[src/rtl/regfile_dump_reader.sv]
// regfile_dump_reader: walks register-file addresses and streams (address, data) words over valid/ready
module regfile_dump_reader #(
   parameter int ADDR_WIDTH = 5,
   parameter int DATA_WIDTH = 32,
   parameter int NUM_REGS   = 32,
   parameter int SKIP_ZERO  = 0
) (
   input  logic                  clk,
   input  logic                  rst_n,
   input  logic                  start,
   input  logic                  abort,
   output logic [ADDR_WIDTH-1:0] readRegister,
   input  logic [DATA_WIDTH-1:0] readData,
   output logic                  out_valid,
   input  logic                  out_ready,
   output logic [ADDR_WIDTH-1:0] out_addr,
   output logic [DATA_WIDTH-1:0] out_data,
   output logic                  busy,
   output logic                  done
);
   typedef enum logic [1:0] {IDLE, READ, SEND, DONE} stateT;
   localparam logic [ADDR_WIDTH-1:0] FIRST_IDX = ADDR_WIDTH'(SKIP_ZERO != 0 ? 1 : 0);
   localparam logic [ADDR_WIDTH-1:0] LAST_IDX  = ADDR_WIDTH'(NUM_REGS - 1);
   stateT state, stateNext;
   logic [ADDR_WIDTH-1:0] idx, outAddr;
   logic [DATA_WIDTH-1:0] outData;
   assign readRegister = idx;
   assign out_valid    = state == SEND;
   assign out_addr     = outAddr;
   assign out_data     = outData;
   assign busy         = state == READ || state == SEND;
   assign done         = state == DONE;
   // state register
   always_ff @(posedge clk or negedge rst_n)
      if (!rst_n) state <= IDLE;
      else state <= stateNext;
   // next state: abort beats both start and a simultaneous handshake
   always_comb begin
      stateNext = IDLE;
      case (state)
         IDLE: stateNext = (start && !abort) ? READ : IDLE;
         READ: stateNext = abort ? IDLE : SEND;
         SEND: stateNext = abort ? IDLE : !out_ready ? SEND : (idx == LAST_IDX) ? DONE : READ;
         default: stateNext = IDLE;
      endcase
   end
   // scan index and the sampled word, captured once per register at the READ edge
   always_ff @(posedge clk or negedge rst_n)
      if (!rst_n) begin
         idx     <= '0;
         outAddr <= '0;
         outData <= '0;
      end else begin
         if (state == IDLE && stateNext == READ) idx <= FIRST_IDX;
         if (state == SEND && stateNext == READ) idx <= idx + 1'b1;
         if (state == READ && stateNext == SEND) begin
            outAddr <= idx;
            outData <= readData;
         end
      end
endmodule

[config.mk]
export PLATFORM = sky130hd
export DESIGN_NAME = regfile_dump_reader
export DESIGN_NICKNAME = d
export VERILOG_FILES = /design/src/rtl/regfile_dump_reader.sv
export SDC_FILE = /design/constraint.sdc
export NUM_CORES = 1
export LEC_CHECK = 0
export CAP_MARGIN = 20
export CORE_MARGIN = 2
export CORE_UTILIZATION = 45
export DETAILED_ROUTE_END_ITERATION = 10
export PLACE_DENSITY = 0.84
export SYNTH_ARGS = -nofsm -noshare
export SYNTH_HDL_FRONTEND = slang
export SYNTH_SLANG_ARGS = --single-unit
[constraint.sdc]
create_clock -name clk -period 3.9 [get_ports clk]
set_clock_uncertainty 0.1 [all_clocks]
set_input_delay 0.78 -clock clk [delete_from_list [all_inputs] [get_ports clk]]
set_output_delay 0.78 -clock clk [all_outputs]
set_load 0.03 [all_outputs]
==> results.cfg <==
[run_status]
status = complete, no violations

[layout]
final_util_pct = 71.37
drive_above_1_share_pct = 24.76
areaGrowthSynthToFinish_pct = 49.23
nets = 248
finalInstanceArea_um2 = 2917
antenna_cells = 0

[global_route]
grt_max_degree = 45
grt_pass1_wl_mm = 7.307
grt_pass1_vias = 1434
grt-ovfl-total = 0
antenna_found_initial = 0
track_usage_pct = 18.76

[sta]
min_period_over_period_pct = 73.65
worst_pin_slew_ps = 705.0
hold-worst-slack_ps = 199.5
min_period_ps = 2873
final_hold_viol_count = 0
setup_viol = 0
rsz0062_at_grt = false
relSlewSlack_pct = 53.00
finalSetupTns_ps = 0
fmax_ghz = 0.3481
maxSlewViolCount = 0

[placement]
hpwlAfterDp_mm = 3.085
globalplace.congestion = 0.7505
numPortBuffers = 81
postPlaceCellArea_um2 = 2789

[setup_path]
reg2reg_from = state[0]
end_kind = output port
required_ps = 3020
rr_endpoint = out_data[1]
critPathLaunchType = register
crit_arrival_ps = 1990
r2r_cells = 5
crit_type = reg2out
crit_fanout = 9
r2r_slack_ps = 1420

[synth]
yosysMostFrequentCell = dfrtp_1
syn_area_per_cell_um2 = 16.42
ys_top_cells_by_count = dfrtp_1, mux2_4, mux2_2
ys_types = 21
syn_nets = 162
synth_ff_type = dfrtp_1
synth_area_um2 = 1954
synth.top_cell.area_share_pct = 56.34
ys_seq_area_share_pct = 56.34
synth_warnings = 0
synth-edff-count = 0
synth_seq_cells = 44
synthArstFlopShare_pct = 100.0
yosysTopAreaCell = dfrtp_1
syn_inst = 119
synth_area_leaders = dfrtp_1, mux2_4, mux2_2

[die]
die-area_um2 = 4886
chipHeight_um = 69.90
die_w_um = 69.90
rows = 23
start_util_pct = 47.83
coreArea_um2 = 4086
pin_count = 82

[power_and_ir_drop]
power.density_nw_per_um2 = 639.3
leakage_uw = 0.001359
vdd_drop_max_mv = 0.3403
p_total_uw = 1864

[drt]
drtIter0Drc = 93
wire_per_inst_um = 16.68
drt-total-wl_mm = 4.270
first_pass_iters = 4
postRouteAntennaNets = 0
wl_met1_mm = 1.751
wl_met2_mm = 2.199
highest_layer = met4
drc = 0
viasPerCell = 5.094
dr_total_vias = 1304
wl_met3_um = 272

[clocking]
cts_sinks = 44
cts.clk_slew.worst_paths_ps = 80
cts_hold_buf = 0
clk_path_buf_depth = 2
clkLatencyLatePin_ps = 290
ctsResizeCount = 0
cts_made_buffers = 5
postCtsSetupBuffers = 0
cts_tree = yes
h-tree-depth = 2
clockRootBuffer = clkbuf_8

[min_path]
holdCritPathClass = in2async

[flow_run]
maxCapViolCount = 0
## area by class of cell
| type | count | area (um2) |
|---|---|---|
| clock inverter | 2 | 35.03 |
| clock buffer | 6 | 72.57 |
| sequential | 44 | 1101 |
| timing repair buffer | 82 | 825.8 |
| tap | 50 | 62.56 |
| fill | 282 | 1170 |
| multi-input combinational | 67 | 800.8 |
| inverter | 5 | 18.77 |
## state kept, by name (all words and copies together) (netlist names)
signal and flops:
out_addr 5, readRegister 5, state 2, out_data 32
## worst max-delay path by stage
stage	to	slack, ps	startpoint
2_1_floorplan	readRegister[1]	1750	readRegister[0]
3_3_place_gp	out_data[9]	1110	abort
3_5_place_dp	out_data[15]	990	abort
4_1_cts	out_valid	1060	state[0]
5_1_grt	out_valid	920	state[0]
6_report	out_valid	1030	state[0]
## per-stage QoR
stage | cells | setup WS (ps)
2_1_floorplan | 119 | 1755
3_3_place_gp | 247 | 1106
3_5_place_dp | 247 | 985.1
4_1_cts | 255 | 1057
5_1_grt | 256 | 919.3
6_report | 256 | 1027
## per-layer routing
| metal | global-route usage [%] | vias up |
|---|---|---|
| met3 | 5.628 | 6 |
| met1 | 23.79 | 656 |
| met4 | 4.487 | 0 |
| li1 | - | 589 |
| met5 | 0 | - |
| met2 | 31.64 | 53 |
## report_power, final
part           switching (uW)  leakage (uW)  internal, uW
Clock                     149     0.0000552           190
Sequential               81.2      0.000550           594
Combinational             419      0.000754           431
Total                     649       0.00136          1220
## cell usage in the layout (no fill, tap or decap), drive strengths merged
master / Yosys / layout
clkdlybuf4s50: 0 / 80
dfrtp: 44 / 44
mux2: 37 / 37
ha: 6 / 6
clkbuf: 0 / 6
inv: 5 / 5
a31oi: 4 / 4
nor2: 3 / 3
and3: 2 / 2
nand2b: 2 / 2
nand2: 2 / 2
mux2i: 2 / 2
nand3: 2 / 2
buf: 3 / 2
a22oi: 1 / 1
or2: 1 / 1
a21oi: 1 / 1
a2111oi: 1 / 1
and4bb: 1 / 1
or2b: 1 / 1
o21ai: 1 / 1
clkinv: 0 / 1
bufinv: 0 / 1
## cell families (layout without fill, tap and decap cells)
family / count (synthesis) / count (layout) / synth area share (%)
adders and majority gates: 6 / 6 / 3.841
muxes: 39 / 39 / 28.11
AOI/OAI and AO/OA: 8 / 8 / 4.289
buffers and inverters: 8 / 95 / 2.689
and+or+nand+nor: 14 / 14 / 4.738
DFF: 44 / 44 / 56.34
## critical path: stages (launching register included)
cell and delay (ps):
dfrtp_1 410, inv_1 90, ha_1 440, clkdlybuf4s50_1 760
Note: power is estimated with default switching activity, not from simulation.
